$ cat src/rtl/reqgnt_mon_pkg.sv
// reqgnt_mon_pkg
// Shared types and helpers for the request/grant coverage monitor.
//   mon_state_t : per-channel monitor state (IDLE / WAIT)
//   sat_inc     : saturating increment for counters up to 32 bits wide
package reqgnt_mon_pkg;

  typedef enum logic {IDLE, WAIT} mon_state_t;

  // Increments val unless it already holds the all-ones value of a
  // width-bit counter; callers cast the result back to their own width.
  function automatic logic [31:0] sat_inc(input logic [31:0] val,
                                          input int unsigned width);
    logic [32:0] max_v;
    max_v = (33'd1 << width) - 33'd1;
    if ({1'b0, val} >= max_v) begin
      return val;
    end else begin
      return val + 32'd1;
    end
  endfunction

endpackage

$ cat src/rtl/reqgnt_mon_chan.sv
// reqgnt_mon_chan
// One monitored channel: checks that a request rise is followed by a grant
// within MAX_LAT cycles and keeps saturating event counters.
// Ports:
//   clk, rst      : clock, synchronous active-high reset
//   rise          : request rising edge (detected by the parent)
//   gnt           : grant for this channel
//   fire_cnt      : antecedent firings
//   pass_cnt      : grants inside the window
//   fail_cnt      : window timeouts
//   drop_cnt      : rises seen while already waiting
//   fail_pulse    : one-cycle pulse in the cycle after a timeout
//   fired_next    : fire count will be non-zero after this edge
//   wait_next     : channel will be in WAIT after this edge
module reqgnt_mon_chan
  import reqgnt_mon_pkg::*;
#(
  parameter int MAX_LAT = 8,
  parameter int CNT_W   = 16
) (
  input  logic             clk,
  input  logic             rst,
  input  logic             rise,
  input  logic             gnt,
  output logic [CNT_W-1:0] fire_cnt,
  output logic [CNT_W-1:0] pass_cnt,
  output logic [CNT_W-1:0] fail_cnt,
  output logic [CNT_W-1:0] drop_cnt,
  output logic             fail_pulse,
  output logic             fired_next,
  output logic             wait_next
);

  localparam int LAT_W = $clog2(MAX_LAT + 1);
  localparam logic [LAT_W-1:0] LAT_LAST = LAT_W'(MAX_LAT - 1);

  mon_state_t       state_q, state_d;
  logic [LAT_W-1:0] lat_q, lat_d;
  logic [CNT_W-1:0] fire_cnt_q, fire_cnt_d;
  logic [CNT_W-1:0] pass_cnt_q, pass_cnt_d;
  logic [CNT_W-1:0] fail_cnt_q, fail_cnt_d;
  logic [CNT_W-1:0] drop_cnt_q, drop_cnt_d;
  logic             fail_pulse_q, fail_pulse_d;

  // Next-state logic for the window FSM, latency counter and event counters.
  always_comb begin
    state_d      = state_q;
    lat_d        = lat_q;
    fire_cnt_d   = fire_cnt_q;
    pass_cnt_d   = pass_cnt_q;
    fail_cnt_d   = fail_cnt_q;
    drop_cnt_d   = drop_cnt_q;
    fail_pulse_d = 1'b0;
    case (state_q)
      IDLE: begin
        // A grant in the rise cycle is ignored: the window opens next cycle.
        if (rise) begin
          state_d    = WAIT;
          lat_d      = '0;
          fire_cnt_d = CNT_W'(sat_inc(32'(fire_cnt_q), CNT_W));
        end else begin
          state_d = IDLE;
        end
      end
      WAIT: begin
        lat_d = lat_q + LAT_W'(1);
        // The window is never restarted; a rise here, even on the exit
        // cycle, is only counted as a drop.
        if (rise) begin
          drop_cnt_d = CNT_W'(sat_inc(32'(drop_cnt_q), CNT_W));
        end else begin
          drop_cnt_d = drop_cnt_q;
        end
        if (gnt) begin
          pass_cnt_d = CNT_W'(sat_inc(32'(pass_cnt_q), CNT_W));
          state_d    = IDLE;
        end else if (lat_q == LAT_LAST) begin
          fail_cnt_d   = CNT_W'(sat_inc(32'(fail_cnt_q), CNT_W));
          fail_pulse_d = 1'b1;
          state_d      = IDLE;
        end else begin
          state_d = WAIT;
        end
      end
      default: begin
        state_d = IDLE;
      end
    endcase
  end

  // State and counter registers.
  always_ff @(posedge clk) begin
    if (rst) begin
      state_q      <= IDLE;
      lat_q        <= '0;
      fire_cnt_q   <= '0;
      pass_cnt_q   <= '0;
      fail_cnt_q   <= '0;
      drop_cnt_q   <= '0;
      fail_pulse_q <= 1'b0;
    end else begin
      state_q      <= state_d;
      lat_q        <= lat_d;
      fire_cnt_q   <= fire_cnt_d;
      pass_cnt_q   <= pass_cnt_d;
      fail_cnt_q   <= fail_cnt_d;
      drop_cnt_q   <= drop_cnt_d;
      fail_pulse_q <= fail_pulse_d;
    end
  end

  assign fire_cnt   = fire_cnt_q;
  assign pass_cnt   = pass_cnt_q;
  assign fail_cnt   = fail_cnt_q;
  assign drop_cnt   = drop_cnt_q;
  assign fail_pulse = fail_pulse_q;
  // The report samples post-update state so a firing in the done cycle counts.
  assign fired_next = (fire_cnt_d != '0);
  assign wait_next  = (state_d == WAIT);

endmodule

$ cat src/rtl/reqgnt_cov_monitor.sv
// reqgnt_cov_monitor
// N-channel monitor for $rose(req) |-> ##[1:MAX_LAT] gnt with coverage
// counters and an end-of-test vacuity report.
// Ports:
//   clk, rst   : clock, synchronous active-high reset
//   req, gnt   : per-channel request / grant
//   done       : end-of-test strobe
//   fire_cnt, pass_cnt, fail_cnt, drop_cnt : packed per-channel counters,
//                channel i at [i*CNT_W +: CNT_W]
//   fail_pulse : per-channel timeout pulse
//   rpt_valid  : report strobe, one cycle after done
//   vacuous    : channels that never fired (held from the last report)
//   pending    : channels waiting at the report (held from the last report)
module reqgnt_cov_monitor
  import reqgnt_mon_pkg::*;
#(
  parameter int NCH     = 4,
  parameter int MAX_LAT = 8,
  parameter int CNT_W   = 16
) (
  input  logic                 clk,
  input  logic                 rst,
  input  logic [NCH-1:0]       req,
  input  logic [NCH-1:0]       gnt,
  input  logic                 done,
  output logic [NCH*CNT_W-1:0] fire_cnt,
  output logic [NCH*CNT_W-1:0] pass_cnt,
  output logic [NCH*CNT_W-1:0] fail_cnt,
  output logic [NCH*CNT_W-1:0] drop_cnt,
  output logic [NCH-1:0]       fail_pulse,
  output logic                 rpt_valid,
  output logic [NCH-1:0]       vacuous,
  output logic [NCH-1:0]       pending
);

  logic [NCH-1:0] req_q, req_d;
  logic [NCH-1:0] vacuous_q, vacuous_d;
  logic [NCH-1:0] pending_q, pending_d;
  logic           rpt_valid_q, rpt_valid_d;
  logic [NCH-1:0] rise;
  logic [NCH-1:0] fired_next;
  logic [NCH-1:0] wait_next;

  // req_q resets to 0, so a request already high after reset is a rise.
  assign rise = req & ~req_q;

  for (genvar i = 0; i < NCH; i++) begin : g_chan
    reqgnt_mon_chan #(
      .MAX_LAT (MAX_LAT),
      .CNT_W   (CNT_W)
    ) u_chan (
      .clk        (clk),
      .rst        (rst),
      .rise       (rise[i]),
      .gnt        (gnt[i]),
      .fire_cnt   (fire_cnt[i*CNT_W +: CNT_W]),
      .pass_cnt   (pass_cnt[i*CNT_W +: CNT_W]),
      .fail_cnt   (fail_cnt[i*CNT_W +: CNT_W]),
      .drop_cnt   (drop_cnt[i*CNT_W +: CNT_W]),
      .fail_pulse (fail_pulse[i]),
      .fired_next (fired_next[i]),
      .wait_next  (wait_next[i])
    );
  end

  // Report capture: snapshot on done, otherwise hold the previous report.
  always_comb begin
    req_d       = req;
    rpt_valid_d = done;
    if (done) begin
      vacuous_d = ~fired_next;
      pending_d = wait_next;
    end else begin
      vacuous_d = vacuous_q;
      pending_d = pending_q;
    end
  end

  // Request history and report registers.
  always_ff @(posedge clk) begin
    if (rst) begin
      req_q       <= '0;
      rpt_valid_q <= 1'b0;
      vacuous_q   <= '0;
      pending_q   <= '0;
    end else begin
      req_q       <= req_d;
      rpt_valid_q <= rpt_valid_d;
      vacuous_q   <= vacuous_d;
      pending_q   <= pending_d;
    end
  end

  assign rpt_valid = rpt_valid_q;
  assign vacuous   = vacuous_q;
  assign pending   = pending_q;

endmodule
$ cat config.mk
export PLATFORM = sky130hd
export DESIGN_NAME = reqgnt_cov_monitor
export DESIGN_NICKNAME = d
export VERILOG_FILES = /design/src/rtl/reqgnt_mon_pkg.sv /design/src/rtl/reqgnt_mon_chan.sv /design/src/rtl/reqgnt_cov_monitor.sv
export SDC_FILE = /design/constraint.sdc
export NUM_CORES = 1
export LEC_CHECK = 0
export ABC_AREA = 1
export CAP_MARGIN = 10
export CORE_MARGIN = 3
export CORE_UTILIZATION = 40
export CTS_CLUSTER_SIZE = 30
export DETAILED_ROUTE_END_ITERATION = 6
export PLACE_DENSITY = 0.65
export SETUP_SLACK_MARGIN = 0.1
export SLEW_MARGIN = 20
export SYNTH_ARGS = -nofsm -noshare
export SYNTH_HDL_FRONTEND = slang
export SYNTH_SLANG_ARGS = --single-unit
$ cat constraint.sdc
create_clock -name clk -period 2.6 [get_ports clk]
set_clock_uncertainty 0.1 [all_clocks]
set_input_delay 0.52 -clock clk [delete_from_list [all_inputs] [get_ports clk]]
set_output_delay 0.52 -clock clk [all_outputs]
set_load 0.1 [all_outputs]
==> results.md, run 1 <==
Synthesis:
- The proportion of synthesized flip-flops having asynchronous set or reset is 0.
- Counting every net in the synthesized netlist gives 2298.
- During synthesis, Yosys emitted a total of 0 warnings.
- The number of register bits inferred by synthesis is 293.
- The share of the synthesized area in the top cell type is 0.388.
- The number of synthesized flops with an enable pin is 0.
- The number of instances in the synthesized netlist is 2267.
- The summed instance area of the synthesized netlist is 15100 sq um.
- Synthesis instantiated 47 different standard cells from the library.
- Sorting the synthesized cells by area gives the leading types as sky130_fd_sc_hd__dfxtp_1 39%, sky130_fd_sc_hd__nand2_1 13%, sky130_fd_sc_hd__nor2_1 7.4%.
- The sequential-to-total area share from yosys stat is 0.388.
- sky130_fd_sc_hd__dfxtp_1 takes more of the synthesized area than any other cell.
- The mean post-synth cell area is 6.68 sq um.
- Among all flip-flop cells after synthesis, the most frequent one is sky130_fd_sc_hd__dfxtp_1.

Cells and area:
- In the final layout, the share of cells above drive strength 1 is 0.173.
- The signed area change from the synthesized netlist to the final layout is 27.2%.
- The post-layout net count is 2601.
- The number of antenna diodes in the final layout is 0.

Clock network:
- The number of buffers inserted during clock tree synthesis is 35.
- In this run, post-CTS hold repair placed 0 buffers.
- The number of buffers inserted by post-CTS setup repair is 0.
- For this design, the sink count on the clock tree is 293.
- The CTS root buffer is sky130_fd_sc_hd__clkbuf_16.
- The CTS H-tree depth is 2.
- The number of buffers between clock root and the deepest sink is 3.
- TritonCTS built the clock tree.
- Gates resized during post-CTS repair numbered 0.
- The clock-pin slew reported for the worst setup and hold paths after clock tree synthesis is 60 ps.
- The later pin in the worst-skew pair is clocked with a latency of 520 ps.

Floorplan:
- The starting density of the core is 0.410.
- The floorplan has 70 rows.
- The die covers 40200 sq um.
- The core region is 37000 sq um.
- During I/O placement, the number of pins put on the boundary was 280.
- The die span in x is 201 um.
- The die height is 201 um.

Drt:
- The wire length per cell is 14.2 um.
- The total detailed-routing wirelength is 43.8 mm.
- The count of routing violations after the opening detailed-route iteration is 843.
- Detailed routing inserted a total of 15632 vias.
- The number of iterations in the first detailed-routing pass is 6.
- For this run, design rule violations remaining after detail routing come to 0.
- The number of vias per cell after detailed routing is 5.05.
- The count of nets left with antenna violations once routing finished came out at 0.

Place:
- The weighted congestion at the end of routability-driven global placement is 0.904.
- The sum of net half-perimeters after detailed placement is 32.3 mm.
- The number of buffer cells added on primary ports is 279.

Run:
- The tool flagged a number of max-cap violations equal to 0.

Critical path:
- The launching element of the worst setup path is g_chan[2].u_chan.fire_cnt[0].
- The worst endpoint data arrival time is 2660 ps.
- STA puts the critical path data required time at 2950 ps.
- The biggest fanout along the worst timing path is 15.
- In this run the critical register-to-register path is launched from g_chan[2].u_chan.fire_cnt[0].
- STA classifies the critical path endpoint as a register.
- Counting cells, the worst reg-to-reg path comes to 12.
- The category of the worst setup path launch point is a register.
- The critical path class is reg2reg.

STA:
- The final-report setup violation count is 0.
- The post-route minimum period is 2310 ps.
- In the finished design, the share of the clock period the worst path needs comes to 0.889.
- Setup repair after global routing left no endpoint under its margin.
- The accumulated negative setup slack is 0 ps.
- The hold violation total from the final report is 0.
- At the pin with the least slew margin, the transition time is 704 ps.
- The number of pins with negative max-slew slack in the final report is 0.
- Measured against its own limit, the worst slew margin works out to 0.526.
- The maximum clock rate is 433 MHz.

Power and ir drop:
- The power density over cell area is 543 nW/um^2.
- The worst ir drop on vdd is 0.513 mV.
- The leakage power total is 7.98 nW.
- The design draws 10.5 mW.

Global route:
- The number of global-route vias before repair is 14301.
- Global routing finished with a remaining overflow of 0.
- For this run, the total global-route usage over all layers was measured as 0.209.
- Entering global routing, the biggest net connects 128 pins.
- The number of antenna violations at the first check in global routing was 0.
- The first global-routing pass estimated 71.9 mm of wire.

Hold path:
- The number of stages on the worst hold path is 4.
- The launch point of the worst hold path is rst.
- The worst hold path class is in2reg.

Run status:
- The flow ran to the end, and the final reports show no timing, DRC or antenna violations.
area by class of cell:
cell class | count | area, sq um
clock buffers | 52 | 1060
clock inverters | 6 | 130
fillers | 3630 | 17700
inverters | 304 | 1150
multi-input cells | 1609 | 7840
flip-flops and latches | 293 | 5910
well taps | 504 | 631
repair buffers | 327 | 2530
per-layer routing:
metal	up-vias	global-route usage	share of wire
met4	0	0.0678	0.022
met1	7224	0.279	0.46
met3	63	0.0454	0.060
met5	-	0	0
li1	7946	-	-
met2	399	0.339	0.46
worst max-delay path, cell delays in order, from the launching register on:
cell	delay [ps]
sky130_fd_sc_hd__dfxtp_2	380
sky130_fd_sc_hd__ha_1	190
sky130_fd_sc_hd__nand2_1	70
sky130_fd_sc_hd__nor2_1	140
sky130_fd_sc_hd__inv_1	100
sky130_fd_sc_hd__nor2_4	180
sky130_fd_sc_hd__nand2_2	240
sky130_fd_sc_hd__nand2_4	190
sky130_fd_sc_hd__xor2_1	230
sky130_fd_sc_hd__nand3_1	100
sky130_fd_sc_hd__nor2_1	130
sky130_fd_sc_hd__nand2_1	70
sky130_fd_sc_hd__a21oi_1	110
cell usage in the layout (no fill, tap or decap), types with 8 or more instances in the layout:
cell type | Yosys | final
sky130_fd_sc_hd__clkdlybuf4s50_1 | 0 | 9
sky130_fd_sc_hd__ha_1 | 20 | 20
sky130_fd_sc_hd__nand3_1 | 147 | 147
sky130_fd_sc_hd__clkbuf_16 | 0 | 37
sky130_fd_sc_hd__nand2_1 | 535 | 535
sky130_fd_sc_hd__nor3_1 | 72 | 72
sky130_fd_sc_hd__dfxtp_2 | 0 | 35
sky130_fd_sc_hd__xor2_1 | 47 | 47
sky130_fd_sc_hd__xnor2_1 | 21 | 21
sky130_fd_sc_hd__a21oi_1 | 179 | 179
sky130_fd_sc_hd__nor4_1 | 23 | 23
sky130_fd_sc_hd__nor2_1 | 297 | 297
sky130_fd_sc_hd__nand3b_1 | 13 | 13
sky130_fd_sc_hd__nand4_1 | 53 | 53
sky130_fd_sc_hd__o21a_1 | 8 | 8
sky130_fd_sc_hd__clkbuf_8 | 0 | 8
sky130_fd_sc_hd__inv_1 | 295 | 294
sky130_fd_sc_hd__buf_4 | 7 | 313
sky130_fd_sc_hd__a31oi_1 | 8 | 8
sky130_fd_sc_hd__o21ai_0 | 102 | 102
sky130_fd_sc_hd__and3_1 | 10 | 10
sky130_fd_sc_hd__dfxtp_1 | 293 | 258
sky130_fd_sc_hd__nor3b_1 | 14 | 14
flip-flops by register name, summed over array words and instances, names as in the netlist, 16 cells and up:
signal                  count
g_chan.u_chan.fire_cnt     64
g_chan.u_chan.drop_cnt     64
g_chan.u_chan.lat_q        16
g_chan.u_chan.fail_cnt     64
g_chan.u_chan.pass_cnt     64
kinds of logic (layout without fill, tap and decap cells):
kind of cell,Yosys count,after routing,synth area share
buffers and inverters,365,689,0.0951
AND/OR/NAND/NOR,1200,1200,0.349
flip-flops,293,293,0.388
XOR/XNOR,68,68,0.0393
AO/OA/AOI/OAI,321,321,0.113
adder cells (fa/ha/maj),20,20,0.0165
through the flow:
| step | util | cell area, sq um | worst slack, ps | hold slack (ps) | instances |
|---|---|---|---|---|---|
| 2_1_floorplan | - | 15200 | 101 | 336 | 2267 |
| 3_3_place_gp | 0.488 | 18000 | 46.6 | 339 | 3037 |
| 3_5_place_dp | 0.488 | 18000 | -69.1 | 344 | 3037 |
| 4_1_cts | 0.521 | 19200 | 284 | 309 | 3095 |
| 5_1_grt | 0.521 | 19200 | 117 | 349 | 3095 |
| 6_report | 0.521 | 19200 | 288 | 343 | 3095 |
where the power goes:
part / leakage (nW) / internal, mW / total, mW / switching [mW]
logic: 5.02 / 0.192 / 0.758 / 0.566
registers: 2.38 / 4.55 / 4.60 / 0.0569
clock network: 0.586 / 3.20 / 5.10 / 1.90
total: 7.98 / 7.94 / 10.5 / 2.52
final timing paths:
kind	to	slack [ps]
hold / removal	g_chan[0].u_chan.drop_cnt[9]	340
setup reg to reg	vacuous[2]	290
hold reg to reg	g_chan[0].u_chan.fail_cnt[8]	350
setup / recovery	vacuous[2]	290
cell usage after synthesis (3+ instances only):
master and n:
sky130_fd_sc_hd__o31ai_1 4, sky130_fd_sc_hd__nor2_1 297, sky130_fd_sc_hd__buf_1 4, sky130_fd_sc_hd__a21oi_1 179, sky130_fd_sc_hd__o211ai_1 3, sky130_fd_sc_hd__nor3_1 72, sky130_fd_sc_hd__dfxtp_1 293, sky130_fd_sc_hd__inv_2 7
sky130_fd_sc_hd__nand4_1 53, sky130_fd_sc_hd__ha_1 20, sky130_fd_sc_hd__clkbuf_1 34, sky130_fd_sc_hd__and2_1 4, sky130_fd_sc_hd__xnor2_1 21, sky130_fd_sc_hd__nand2_1 535, sky130_fd_sc_hd__nor2_2 5, sky130_fd_sc_hd__xor2_1 47
sky130_fd_sc_hd__nand3b_1 13, sky130_fd_sc_hd__a31oi_1 8, sky130_fd_sc_hd__o21bai_1 3, sky130_fd_sc_hd__buf_6 3, sky130_fd_sc_hd__inv_1 295, sky130_fd_sc_hd__o21a_1 8, sky130_fd_sc_hd__nor4_1 23, sky130_fd_sc_hd__o21ai_0 102
sky130_fd_sc_hd__nand2_2 8, sky130_fd_sc_hd__nand3_1 147, sky130_fd_sc_hd__nor3b_1 14, sky130_fd_sc_hd__nand2_4 4, sky130_fd_sc_hd__and3_1 10, sky130_fd_sc_hd__a211oi_1 7, sky130_fd_sc_hd__nor3_2 5, sky130_fd_sc_hd__buf_4 7
sky130_fd_sc_hd__buf_2 13
No activity file was read; power rests on OpenSTA's default activity.
==> inputs of run 2 (changes only) <==
--- a/config.mk
+++ b/config.mk
@@ -5,13 +5,13 @@
 export SDC_FILE = /design/constraint.sdc
 export NUM_CORES = 1
 export LEC_CHECK = 0
-export ABC_AREA = 1
+export ABC_AREA = 0
 export CAP_MARGIN = 10
 export CORE_MARGIN = 3
 export CORE_UTILIZATION = 40
 export CTS_CLUSTER_SIZE = 30
 export DETAILED_ROUTE_END_ITERATION = 6
-export PLACE_DENSITY = 0.65
+export PLACE_DENSITY = 0.66
 export SETUP_SLACK_MARGIN = 0.1
 export SLEW_MARGIN = 20
 export SYNTH_ARGS = -nofsm -noshare
==> run 2 against run 1 <==
  * Maximum frequency shrank 5.4%
  * Critical path type unchanged
  * Worst hold slack improved by 27 ps
  * Design area decreased by 4.7%
  * Wire length shrank 17%
  * Largest cell class unchanged
  * Total power shrank 4.2%
  * First-iteration DRC count decreased by 29%
  * Non-clock buffer count up 45
==> results.md, run 2 <==
STA:
- The worst slew margin relative to its limit is 0.473 (-0.0531).
- The post-route minimum period is 2440 ps (+131 ps).
- The final cycle utilization of the critical path was 0.940 (+0.0504).
- The number of pins with negative max-slew slack in the final report is 0 (unchanged).
- The slew at the pin with the worst max-slew slack came to 787 ps (+83.3 ps).
- The final-report setup violation count is 0 (unchanged).
- The maximum clock rate was 409 MHz (-5.4%).
- The hold violation total from the final report is 0 (unchanged).
- Setup repair after global routing could not meet its margin everywhere.

Global route:
- The number of antenna violations at the first check in global routing is 0 (unchanged).
- The remaining global-route overflow is 0 (unchanged).
- The global-route usage over all layers is 0.191 (-0.0187).
- The global-route wire length before repair was 59.5 mm (-17%).
- The maximum number of pins on one net before global-route repair is 147 (+15%).
- The number of global-route vias before repair is 11746 (-18%).

Critical path:
- The critical path is of the reg2reg type.
- The startpoint identified for the worst register-to-register timing path is g_chan[0].u_chan.fire_cnt[0].
- The worst setup path is captured at a register.
- The cell count of the worst reg-to-reg path was 9 (-3).
- In this run the worst setup path begins at g_chan[0].u_chan.fire_cnt[0].
- The worst endpoint data arrival time was 2780 ps (+120 ps).
- The worst setup path is launched from a register.
- The reg-to-reg endpoint is vacuous[0].
- The worst setup slack for register-to-register paths is 160 ps (-130 ps).
- The data required time at the worst endpoint is 2940 ps (about the same).
- The biggest fanout along the worst timing path is 10 (-5).

Drt:
- The number of vias per cell after detailed routing is 5.16 (+2.1%).
- The count of routing violations after the opening detailed-route iteration is 600 (-29%).
- The wire length per cell is 14.8 um (+4.3%).
- The number of nets with antenna violations after routing is 0 (unchanged).
- The DRC violation count after routing is 0 (unchanged).
- The number of iterations in the first detailed-routing pass is 5 (-1).
- The total detailed-routing wirelength is 36.4 mm (-17%).
- The vias after detailed routing came to 12710 (-19%).

Clock network:
- The number of buffers inserted during clock tree synthesis was 35 (unchanged).
- The CTS H-tree depth is 2 (unchanged).
- The number of buffers between clock root and the deepest sink is 3 (unchanged).
- The clock-pin slew reported for the worst setup and hold paths after clock tree synthesis is 60 ps (about the same).
- TritonCTS built the clock tree.
- The CTS sink count came to 293 (unchanged).
- The clock latency on the worst-skew pair is 500 ps (-20 ps).
- The CTS root buffer is sky130_fd_sc_hd__clkbuf_16.

Run:
- The number of max-cap violations is 0 (unchanged).

Synthesis:
- The sequential-to-total area share from yosys stat is 0.425 (+0.0373).
- The summed instance area of the synthesized netlist is 13800 sq um (-8.8%).
- By count the netlist is led by 293 x sky130_fd_sc_hd__dfxtp_1, 284 x sky130_fd_sc_hd__nor2_1, 134 x sky130_fd_sc_hd__nand2_1, 96 x sky130_fd_sc_hd__xor2_1, 95 x sky130_fd_sc_hd__xnor2_1.
- After synthesis, the cell types taking the most area are sky130_fd_sc_hd__dfxtp_1 42%, sky130_fd_sc_hd__nor2_1 7.7%, sky130_fd_sc_hd__xor2_1 6.1%.
- Summed over all instances, the cell type with the most area after synthesis is sky130_fd_sc_hd__dfxtp_1.
- The share of the synthesized area in the top cell type is 0.425 (+0.0373).
- The number of register bits inferred by synthesis is 293 (unchanged).
- The mean post-synth cell area is 8.38 sq um (+26%).
- The most numerous cell in the Yosys netlist is sky130_fd_sc_hd__dfxtp_1.
- For this run, the leading register cell type out of synthesis is sky130_fd_sc_hd__dfxtp_1.
- The proportion of synthesized flip-flops having asynchronous set or reset is 0 (unchanged).
- The count of warnings emitted by yosys was 0 (unchanged).
- The number of instances in the synthesized netlist is 1647 (-27%).
- The number of synthesized flops with an enable pin is 0 (unchanged).
- The number of unique standard cell types used by synthesis is 71 (+51%).
- The synthesized net count is 1678 (-27%).

Power and ir drop:
- The worst ir drop on vdd is 0.446 mV (-13%).
- The power density over cell area was 546 nW/um^2 (+0.43%).
- The leakage power total is 7.11 nW (-11%).
- The final total power is 10.0 mW (-4.2%).

Cells and area:
- The top cell types in the final layout, fill and taps aside, are 360 x sky130_fd_sc_hd__buf_4, 284 x sky130_fd_sc_hd__nor2_1, 137 x sky130_fd_sc_hd__dfxtp_2.
- The fraction of final layout cells sized beyond drive strength 1 is 0.301 (+0.129).
- The final cell utilization of the core is 0.543 (+0.0224).
- The post-layout net count is 2023 (-22%).
- The most common cell after layout, fill and taps aside is sky130_fd_sc_hd__buf_4.
- From synthesis to final layout, the design area changed by 32.9%.
- The antenna cell count was 0 (unchanged).

Floorplan:
- The die height is 192 um (-4.4%).
- The starting density of the core is 0.409 (-0.000787).
- The total I/O pin count is 280 (unchanged).
- The placeable core region is 33800 sq um (-8.6%).
- The die span in x came to 192 um (-4.4%).
- The die area was 36800 sq um (-8.5%).
- The count of standard-cell rows is 67 (-4.3%).

Place:
- The weighted congestion at the end of routability-driven global placement is 0.863 (-4.5%).
- The sum of net half-perimeters after detailed placement was 26.0 mm (-19%).
- The number of buffer cells added on primary ports is 279 (unchanged).

Run status:
- The flow ran to the end, and the final reports show no timing, DRC or antenna violations.

Hold path:
- The launch point of the worst hold path is vacuous[2].
- The hold-critical path endpoint is vacuous[2].
- The number of stages on the worst hold path came to 2 (-2).
- The path class of the tightest hold or removal check is reg2reg.
run 2: area by class of cell:
| class | instances | area [sq um] |
|---|---|---|
| clock buffers | 57 | 1120 |
| clock inverters | 5 | 25.0 |
| fillers | 3182 | 15400 |
| inverters | 35 | 131 |
| multi-input cells | 1255 | 7550 |
| flip-flops and latches | 293 | 6120 |
| well taps | 448 | 561 |
| repair buffers | 372 | 2850 |
run 2: repair_timing:
item | 4_1_cts | 5_1_grt
setup endpoints to repair | 0 | 2
buffers inserted | 0 | 0
resized for setup | 0 | 3
hold buffers | 0 | 0
run 2: per-layer routing:
metal / track usage / up-vias / part of all wire
met5: 0 / - / 0
met4: 0.0390 / 0 / 0.016
met3: 0.0475 / 51 / 0.075
met2: 0.310 / 302 / 0.45
met1: 0.258 / 5908 / 0.46
li1: - / 6449 / -
run 2: worst max path at each step:
stage | endpoint | depth (start not counted)
2_1_floorplan | vacuous[0] | 8
3_3_place_gp | vacuous[0] | 8
3_5_place_dp | vacuous[0] | 8
4_1_cts | vacuous[0] | 9
5_1_grt | vacuous[0] | 9
6_report | vacuous[0] | 9
run 2: power breakdown:
group / switching (mW) / internal, mW
Combinational: 0.456 / 0.187
Clock: 1.86 / 2.94
Sequential: 0.0557 / 4.52
run 2: critical path, cell delays in order, from the launching register on:
cell and delay (ps):
sky130_fd_sc_hd__dfxtp_4 380, sky130_fd_sc_hd__ha_1 190, sky130_fd_sc_hd__nand4_1 240, sky130_fd_sc_hd__nor4_4 390
sky130_fd_sc_hd__buf_4 230, sky130_fd_sc_hd__nor3_1 80, sky130_fd_sc_hd__mux2i_1 150, sky130_fd_sc_hd__o2111ai_1 140
sky130_fd_sc_hd__nor4b_1 290, sky130_fd_sc_hd__a22o_1 180
run 2: cells by family after synthesis:
group                    after synthesis  synth area share
flip-flops                           293             0.425
XOR/XNOR                             191             0.121
AO/OA/AOI/OAI                        190            0.0828
AND/OR/NAND/NOR                      829             0.305
buffers and inverters                 99            0.0299
adder cells (fa/ha/maj)               20            0.0181
multiplexers                          25            0.0181
run 2: per-stage QoR:
step / cell area (sq um) / worst slack (ps) / instances / hold WS [ps] / setup TNS [ps]
after floorplan: 14100 / 27.4 / 1647 / 347 / 0
after global placement: 17200 / -220 / 2403 / 352 / -898
after detailed placement: 17200 / -295 / 2403 / 359 / -1410
after CTS: 18300 / 108 / 2465 / 368 / 0
after global routing: 18400 / 30.8 / 2465 / 385 / 0
final: 18400 / 157 / 2465 / 370 / 0
